[src/rtl/digdug_sprite_scanner_if.sv]
// Scanner-side bus: scan control, SP attribute RAM read port and sprite list FIFO.
interface digdug_sprite_scanner_if;
  logic        SCAN_START;
  logic [7:0]  SCAN_LINE;
  logic [6:0]  SPATAD;
  logic [23:0] SPATDT;
  logic        LIST_RD;
  logic [30:0] LIST_DT;
  logic [4:0]  LIST_CNT;
  logic        SCAN_BUSY;
  logic        SCAN_OVF;

  modport master (
    output SCAN_START, SCAN_LINE, SPATDT, LIST_RD,
    input  SPATAD, LIST_DT, LIST_CNT, SCAN_BUSY, SCAN_OVF
  );

  modport slave (
    input  SCAN_START, SCAN_LINE, SPATDT, LIST_RD,
    output SPATAD, LIST_DT, LIST_CNT, SCAN_BUSY, SCAN_OVF
  );
endinterface

[src/rtl/digdug_sprite_scanner.sv]
// Per-scanline sprite evaluator: walks the SP attribute RAM, tests each sprite against the
// current line and queues up to MAXSPR hits (index order) in a FWFT list FIFO.
module digdug_sprite_scanner #(
  parameter int unsigned NSPR   = 64,
  parameter int unsigned MAXSPR = 8,
  parameter logic [7:0]  YOFS   = 8'd16
) (
  input logic                     CL,
  input logic                     RESET,
  digdug_sprite_scanner_if.slave  bus
);
  localparam int unsigned PW = (MAXSPR > 1) ? $clog2(MAXSPR) : 1;
  localparam int unsigned CW = 5;
  localparam logic [5:0]  LAST = 6'(NSPR - 1);

  typedef struct packed {
    logic [7:0] code;
    logic [5:0] color;
    logic [8:0] x;
    logic [4:0] dy;
    logic       size;
    logic       flipx;
    logic       flipy;
  } entry_t;

  typedef struct packed {
    logic       dis;
    logic       size;
    logic       flipy;
    logic       flipx;
    logic [7:0] y;
    logic [7:0] code;
  } w0_t;

  typedef enum logic [1:0] {S_IDLE, S_A0, S_A1, S_EV} state_t;

  state_t        state, state_nx;
  logic [5:0]    spr, spr_nx;
  logic [CW-1:0] pushes, pushes_nx;
  logic [7:0]    line_r, line_nx;
  w0_t           w0_r, w0_nx;
  logic [6:0]    spatad_r, spatad_nx;
  logic          busy_r, busy_nx;
  logic          ovf_r, ovf_nx;
  logic          flush, push, pop;

  logic [7:0]    d;
  logic          hit;
  logic [4:0]    dy;
  entry_t        ent;

  entry_t        mem [MAXSPR];
  logic [PW-1:0] wr_ptr, rd_ptr;
  logic [CW-1:0] cnt;
  logic          unused_bits;

  assign unused_bits = ^bus.SPATDT[22:19];

  // Hit test on latched w0 plus w1 arriving on the read port during EV
  always_comb begin
    d   = line_r + YOFS - w0_r.y;
    hit = !w0_r.dis && (d < (w0_r.size ? 8'd32 : 8'd16));
    dy  = w0_r.flipy ? ((w0_r.size ? 5'd31 : 5'd15) - d[4:0]) : d[4:0];
    ent = '{code:  w0_r.code,
            color: bus.SPATDT[5:0],
            x:     {bus.SPATDT[16], bus.SPATDT[15:8]},
            dy:    dy,
            size:  w0_r.size,
            flipx: w0_r.flipx,
            flipy: w0_r.flipy};
  end

  always_comb begin
    state_nx  = state;
    spr_nx    = spr;
    pushes_nx = pushes;
    line_nx   = line_r;
    w0_nx     = w0_r;
    spatad_nx = spatad_r;
    busy_nx   = busy_r;
    ovf_nx    = ovf_r;
    flush     = 1'b0;
    push      = 1'b0;
    if (bus.SCAN_START) begin
      flush     = 1'b1;
      line_nx   = bus.SCAN_LINE;
      spr_nx    = 6'd0;
      pushes_nx = '0;
      ovf_nx    = 1'b0;
      busy_nx   = 1'b1;
      spatad_nx = 7'd0;
      state_nx  = S_A0;
    end else begin
      unique case (state)
        S_IDLE: busy_nx = 1'b0;
        S_A0: begin
          spatad_nx = {spr, 1'b1};
          state_nx  = S_A1;
        end
        S_A1: begin
          w0_nx    = '{dis:   bus.SPATDT[23],
                       size:  bus.SPATDT[18],
                       flipy: bus.SPATDT[17],
                       flipx: bus.SPATDT[16],
                       y:     bus.SPATDT[15:8],
                       code:  bus.SPATDT[7:0]};
          state_nx = S_EV;
        end
        S_EV: begin
          // A hit beyond the per-scan budget ends the scan without reading further sprites
          if (hit && (pushes == CW'(MAXSPR))) begin
            ovf_nx   = 1'b1;
            busy_nx  = 1'b0;
            state_nx = S_IDLE;
          end else begin
            if (hit) begin
              push      = 1'b1;
              pushes_nx = pushes + 5'd1;
            end
            if (spr == LAST) begin
              busy_nx  = 1'b0;
              state_nx = S_IDLE;
            end else begin
              spr_nx    = spr + 6'd1;
              spatad_nx = {spr + 6'd1, 1'b0};
              state_nx  = S_A0;
            end
          end
        end
        default: state_nx = S_IDLE;
      endcase
    end
  end

  always_ff @(posedge CL or posedge RESET) begin
    if (RESET) begin
      state    <= S_IDLE;
      spr      <= 6'd0;
      pushes   <= '0;
      line_r   <= 8'd0;
      w0_r     <= '0;
      spatad_r <= 7'd0;
      busy_r   <= 1'b0;
      ovf_r    <= 1'b0;
    end else begin
      state    <= state_nx;
      spr      <= spr_nx;
      pushes   <= pushes_nx;
      line_r   <= line_nx;
      w0_r     <= w0_nx;
      spatad_r <= spatad_nx;
      busy_r   <= busy_nx;
      ovf_r    <= ovf_nx;
    end
  end

  // List FIFO; a flush wins over any same-cycle pop
  assign pop = bus.LIST_RD && (cnt != '0) && !flush;

  always_ff @(posedge CL or posedge RESET) begin
    if (RESET) begin
      wr_ptr <= '0;
      rd_ptr <= '0;
      cnt    <= '0;
    end else if (flush) begin
      wr_ptr <= '0;
      rd_ptr <= '0;
      cnt    <= '0;
    end else begin
      if (push) wr_ptr <= wr_ptr + PW'(1);
      if (pop)  rd_ptr <= rd_ptr + PW'(1);
      unique case ({push, pop})
        2'b10:   cnt <= cnt + 5'd1;
        2'b01:   cnt <= cnt - 5'd1;
        default: cnt <= cnt;
      endcase
    end
  end

  always_ff @(posedge CL) begin
    if (push) mem[wr_ptr] <= ent;
  end

  assign bus.SPATAD    = spatad_r;
  assign bus.LIST_CNT  = cnt;
  assign bus.LIST_DT   = (cnt != '0) ? mem[rd_ptr] : '0;
  assign bus.SCAN_BUSY = busy_r;
  assign bus.SCAN_OVF  = ovf_r;
endmodule
[src/flat_wrapper.sv]
// flat-port wrapper written by rule: the top's interface ports become plain ports
module digdug_sprite_scanner_flat 
#(
  parameter int unsigned NSPR   = 64,
  parameter int unsigned MAXSPR = 8,
  parameter logic [7:0]  YOFS   = 8'd16
)
  (CL, RESET, bus_SCAN_START, bus_SCAN_LINE, bus_SPATDT, bus_LIST_RD, bus_SPATAD, bus_LIST_DT, bus_LIST_CNT, bus_SCAN_BUSY, bus_SCAN_OVF);
  digdug_sprite_scanner_if bus_i ();
  input logic CL;
  input logic RESET;
  input wire logic [$bits(bus_i.SCAN_START)-1:0] bus_SCAN_START;
  input wire logic [$bits(bus_i.SCAN_LINE)-1:0] bus_SCAN_LINE;
  input wire logic [$bits(bus_i.SPATDT)-1:0] bus_SPATDT;
  input wire logic [$bits(bus_i.LIST_RD)-1:0] bus_LIST_RD;
  output wire logic [$bits(bus_i.SPATAD)-1:0] bus_SPATAD;
  output wire logic [$bits(bus_i.LIST_DT)-1:0] bus_LIST_DT;
  output wire logic [$bits(bus_i.LIST_CNT)-1:0] bus_LIST_CNT;
  output wire logic [$bits(bus_i.SCAN_BUSY)-1:0] bus_SCAN_BUSY;
  output wire logic [$bits(bus_i.SCAN_OVF)-1:0] bus_SCAN_OVF;
  assign bus_i.SCAN_START = bus_SCAN_START;
  assign bus_i.SCAN_LINE = bus_SCAN_LINE;
  assign bus_i.SPATDT = bus_SPATDT;
  assign bus_i.LIST_RD = bus_LIST_RD;
  assign bus_SPATAD = bus_i.SPATAD;
  assign bus_LIST_DT = bus_i.LIST_DT;
  assign bus_LIST_CNT = bus_i.LIST_CNT;
  assign bus_SCAN_BUSY = bus_i.SCAN_BUSY;
  assign bus_SCAN_OVF = bus_i.SCAN_OVF;
  digdug_sprite_scanner #(.NSPR(NSPR), .MAXSPR(MAXSPR), .YOFS(YOFS)) u_core (.CL(CL), .RESET(RESET), .bus(bus_i));
endmodule
[config.mk]
export PLATFORM = sky130hd
export DESIGN_NAME = digdug_sprite_scanner_flat
export DESIGN_NICKNAME = d
export VERILOG_FILES = /design/src/rtl/digdug_sprite_scanner_if.sv /design/src/rtl/digdug_sprite_scanner.sv /design/src/flat_wrapper.sv
export SDC_FILE = /design/constraint.sdc
export NUM_CORES = 1
export LEC_CHECK = 0
export CORE_ASPECT_RATIO = 2
export CORE_MARGIN = 2
export CORE_UTILIZATION = 23
export DETAILED_ROUTE_END_ITERATION = 12
export GPL_ROUTABILITY_DRIVEN = 1
export PLACE_DENSITY_LB_ADDON = 0.1
export SYNTH_ARGS = -nofsm -noshare
export SYNTH_HDL_FRONTEND = slang
export SYNTH_SLANG_ARGS = --single-unit
[constraint.sdc]
create_clock -name CL -period 14.8 [get_ports CL]
set_input_delay 2.96 -clock CL [delete_from_list [all_inputs] [get_ports CL]]
set_output_delay 2.96 -clock CL [all_outputs]
set_load 0.02 [all_outputs]
# Yosys cells after proc, flatten, opt, wreduce, memory -nomap -nowiden
# Memory sizes are Yosys's and may differ from the RTL's.
# Index checks and enable logic that the tools add are counted.
# Widths: inputs -> output; s select.
# word_totals
reg_bits,61
ram_bits,248
in_bits,36
elab_cells,103
memories,1
# classes
add_sub_neg,9
magnitude_cmp,1
eq_ne,12
n_mux,40
n_bitwise,1
reduce_logical,23
# memory_table
name,words,width,read_ports,rd_ports_with_merged_regs,write_ports,line_no,rtl
u_core.mem,8,31,1,0,1,digdug_sprite_scanner.sv:52,entry_t mem [MAXSPR];
# op_table
cell,n
$mux 5,7
$mux 31,1
$mux 6,5
$mux 7,3
$mux 1,14
$pmux 7 s2,1
$mux 3,4
$add 5x1->5 const B,2
$pmux 5 s2,1
$reduce_bool 2->1,5
$reduce_and 3->1,3
$reduce_bool 3->1,3
$add 8x5->8 const B,1
$lt 8x8->1,1
$sub 8x8->8,1
$add 3x1->3 const B,2
$add 6x1->6 const B,1
$eq 2x2->1 const B,3
$eq 6x6->1 const B,1
$ne 3x3->1 const B,2
$pmux 2 s3,1
$reduce_and 2->1,3
$eq 5x4->1 const B,1
$reduce_bool 5->1,1
12 further kinds,19

# Logic depth before layout (Yosys ltp)
# depth
word_depth,11
depth_mapped,23
mapped_depth_nobuf,23

# Worst setup path before layout
# Ideal clock, no wire load.
# synth_path
kind,input to register
startpoint,input bus_SCAN_START
endpoint,"memory u_core.mem[0][0] in the netlist's numbering, enable pin"
setup_ns,0.508
arrival_time_ns,6.572
setup_slack_ns,7.720
cell_stages,3
cell_sequence,clkbuf_1 > nor2_1 > nor4b_1
# synth_via
elab_chain_len,3
# synth_lines
item,line_no,rtl
start: declaration,flat_wrapper.sv:12,input wire logic [$bits(bus_i.SCAN_START)-1:0] bus_SCAN_START;
$mux 1,digdug_sprite_scanner.sv:84,if (bus.SCAN_START) begin
$mux 1,digdug_sprite_scanner.sv:181,if (push) mem[wr_ptr] <= ent;
$mux 1 (not written as such),digdug_sprite_scanner.sv:181,
end: declaration,digdug_sprite_scanner.sv:52,
# Every way passes these cells.

# Final worst setup path
# layout_path
startpoint,register u_core.rd_ptr[0]
endpoint,output bus_LIST_DT[5]
# layout_via
elab_chain_len,2
# layout_lines
item,line_no,rtl
start: declaration,digdug_sprite_scanner.sv:53,"logic [PW-1:0] wr_ptr, rd_ptr;"
start signal: assignment,digdug_sprite_scanner.sv:171,if (pop) rd_ptr <= rd_ptr + PW'(1);
$mem_v2 8x31,n/a,
$mux 31,digdug_sprite_scanner.sv:186,assign bus.LIST_DT = (cnt != '0) ? mem[rd_ptr] : '0;
end: declaration,flat_wrapper.sv:17,output wire logic [$bits(bus_i.LIST_DT)-1:0] bus_LIST_DT;
# Every way passes these cells.

==> impl_metrics.py <==
metrics = {
    "synth": {
        "yosysTopAreaCellShare": 0.577,
        "synthTopCellsByArea": "edfxtp_1, dfrtp_1, mux4_2",
        "synthSimpleGateAreaFrac": 0.0492,
        "ys_ff_latch": 309,
        "ys_seq_area_frac": 0.695,
        "synth_xor_area_frac": 0.0142,
        "synth-main-ff-cell": "edfxtp_1",
        "synth-async-reset-ratio": 0.197,
        "synth_compound_area_frac": 0.0364,
        "syn_inst": 749,
        "ys_types": 50,
        "synth_fa_ha_area_frac": 0.0264,
        "ys_warn_count": 0,
        "synth_top_family_by_area": "multiplexers",
        "yosys-mux-area-fraction": 0.159,
        "synth_area_sq_um": 12900,
        "synth_edf_count": 248,
        "syn_nets": 811,
        "syn-mean-instance-area_sq_um": 17.2,
        "yosys.area.top_type": "edfxtp_1",
    },
    "cells_and_area": {
        "final_area_sq_um": 15700,
        "num_antenna_cells": 0,
        "multi_input_area_sq_um": 3740,
        "syn_to_final_growth_pct": 21.6,
        "fillers": 5558,
        "drive_above_1_share": 0.201,
        "utilization": 0.283,
        "fin_nets": 899,
        "seq_area_sq_um": 8980,
        "layoutNonFillerInstCount": 1605,
    },
    "sta": {
        "layout_min_cycle_time_ns": 6.70,
        "fin_crit_sh": 0.453,
        "drv_slew": 0,
        "timing.hold.ws_ns": 0.516,
        "finalWorstSetupSlack_ns": 8.10,
        "finalHoldViolations": 0,
        "max_slew_margin": 0.339,
        "rsz0062_at_grt": "no",
        "setup_tns_ns": 0,
        "setup_viol": 0,
        "max_freq_mhz": 149,
        "worst_pin_slew_ns": 0.980,
        "skew_ns": 0.0203,
    },
    "place": {
        "dpl-instance-area_sq_um": 14600,
        "place_ws_ns": 8.42,
        "dp.cells": 1549,
        "portBuffers": 76,
        "hpwlAfterDp_mm": 19.1,
        "place_congestion": 0.657,
    },
    "setup_path": {
        "r2r_end": "u_core.bus.LIST_CNT[4]",
        "cp-endpoint": "bus_LIST_DT[5]",
        "end_kind": "output port",
        "reg2reg_slack_ns": 9.58,
        "rr_worst_depth": 20,
        "cp-startpoint": "u_core.rd_ptr[0]",
        "cp_max_fo": 37,
        "critical_path_class": "reg -> out",
        "rr_startpoint": "u_core.line_r[1]",
        "arrival_ns": 3.74,
        "crit_required_ns": 11.84,
        "crit_path_start_kind": "flop",
    },
    "detailed_routing": {
        "wl_per_cell_um": 20.6,
        "drtPass1Iterations": 4,
        "drtIter0Drc": 364,
        "ant_nets": 0,
        "vias": 6743,
        "wl_mm": 33.0,
        "avgViaCountPerCell": 4.20,
        "route.detailed.drc": 0,
    },
    "floorplanning": {
        "rows": 122,
        "core_area_sq_um": 55400,
        "initial_utilization": 0.233,
        "fp.dieW_um": 172,
        "dieHeight_um": 339,
        "io_pins": 81,
        "die_area_sq_um": 58200,
    },
    "grt": {
        "grt_pass1_wl_mm": 49.4,
        "grt_max_degree": 62,
        "antenna_found_initial": 0,
        "grt_usage": 0.116,
        "grt_pass1_vias": 7568,
        "overflow": 0,
    },
    "hold_path": {
        "hold_path_startpoint": "u_core.line_r[6]",
        "hold_path.class": "reg -> reg",
    },
    "power": {
        "leakagePower_nw": 5.09,
        "power_mw": 2.39,
        "powerDensity_nw_per_um2": 153,
        "vdd_drop_max_mv": 0.0985,
    },
    "cts": {
        "cts-root-buf": "clkbuf_16",
        "cts_resized": 0,
        "postCtsSetupBuffers": 0,
        "clk_pin_slew_ns": 0.06,
        "cts_sinks": 309,
        "cts_tree": "yes",
        "cts_buffers": 30,
        "h-tree-depth": 1,
        "clk_latency_ns": 0.57,
        "cts-hold-fix-buffers": 0,
        "cts_max_path_buffers": 3,
    },
    "run_status": {
        "status": "finished, final reports clean",
    },
    "run": {
        "maxCapViolCount": 0,
    },
}
==> registers in the layout, summed over array words and instances, names as in the netlist, 5 cells and up <==
register             cells
u_core.bus.LIST_CNT      5
u_core.mem             248
u_core.bus.SPATAD        7
u_core.w0_r              9
u_core.line_r            8
u_core.ent              11
u_core.pushes            5
u_core.spr               6
==> layout make-up <==
type                    count  share of cell area
inverters                  29             0.00693
well taps                 744              0.0593
flip-flops and latches    309               0.572
clock buffers              41              0.0544
repair buffers             92              0.0558
clock inverters            15              0.0131
multi-input cells         375               0.238
==> cell usage after synthesis (18+ instances only) <==
| cell type | instances |
|---|---|
| mux2i_1 | 34 |
| dfrtp_1 | 61 |
| a21oi_1 | 19 |
| mux2_2 | 23 |
| o21ai_0 | 18 |
| nor2_1 | 63 |
| ha_1 | 24 |
| inv_1 | 29 |
| mux4_2 | 62 |
| nand2_1 | 20 |
| edfxtp_1 | 248 |
| clkbuf_1 | 21 |
==> how the worst min path moves through the flow <==
stage	endpoint	slack (ns)	cells after the start
after global placement	u_core.w0_r[8]	0.50	1
after detailed placement	u_core.w0_r[8]	0.50	1
after floorplan	u_core.line_r[1]	0.48	1
final	u_core.line_r[6]	0.52	1
after CTS	u_core.w0_r[8]	0.52	1
after global routing	u_core.w0_r[8]	0.53	1
==> metal layers <==
layer	vias up	global-route usage	share of wire
met4	0	0.0288	0.016
met5	-	0	0
met2	103	0.225	0.57
li1	3068	-	-
met1	3535	0.129	0.38
met3	37	0.0162	0.032
==> kinds of logic after synthesis <==
group,count (synthesis)
DFF,309
and+or+nand+nor,135
muxes,124
xor gates and xnor gates,21
buffers and inverters,65
adders and majority gates,26
AOI/OAI and AO/OA,69
==> power breakdown <==
part           leakage, nW  internal, mW  switching, mW
sequential            3.01          1.08         0.0589
clock                0.524         0.490          0.339
combinational         1.55         0.156          0.272
total                 5.09          1.72          0.671
==> cells in the final DEF (no fill, tap or decap), drive strengths merged, types with 10 or more instances in the layout <==
master / synthesis / final
nor2: 63 / 63
mux2: 28 / 28
mux2i: 34 / 34
nand2: 20 / 20
ha: 24 / 24
nor2b: 12 / 12
o21ai: 19 / 19
dfrtp: 61 / 61
inv: 29 / 30
clkdlybuf4s50: 0 / 75
buf: 15 / 17
xor2: 11 / 11
mux4: 62 / 62
xnor2: 10 / 10
a21oi: 20 / 20
edfxtp: 248 / 248
clkbuf: 21 / 41
a211oi: 14 / 14
==> critical path, stage by stage (launching register included) <==
cell,delay [ns]
dfrtp_4,0.95
buf_4,0.64
mux4_2,0.59
mux2i_1,0.33
nor2_1,0.07
clkdlybuf4s50_1,0.55
No activity file was read; power rests on OpenSTA's default activity.
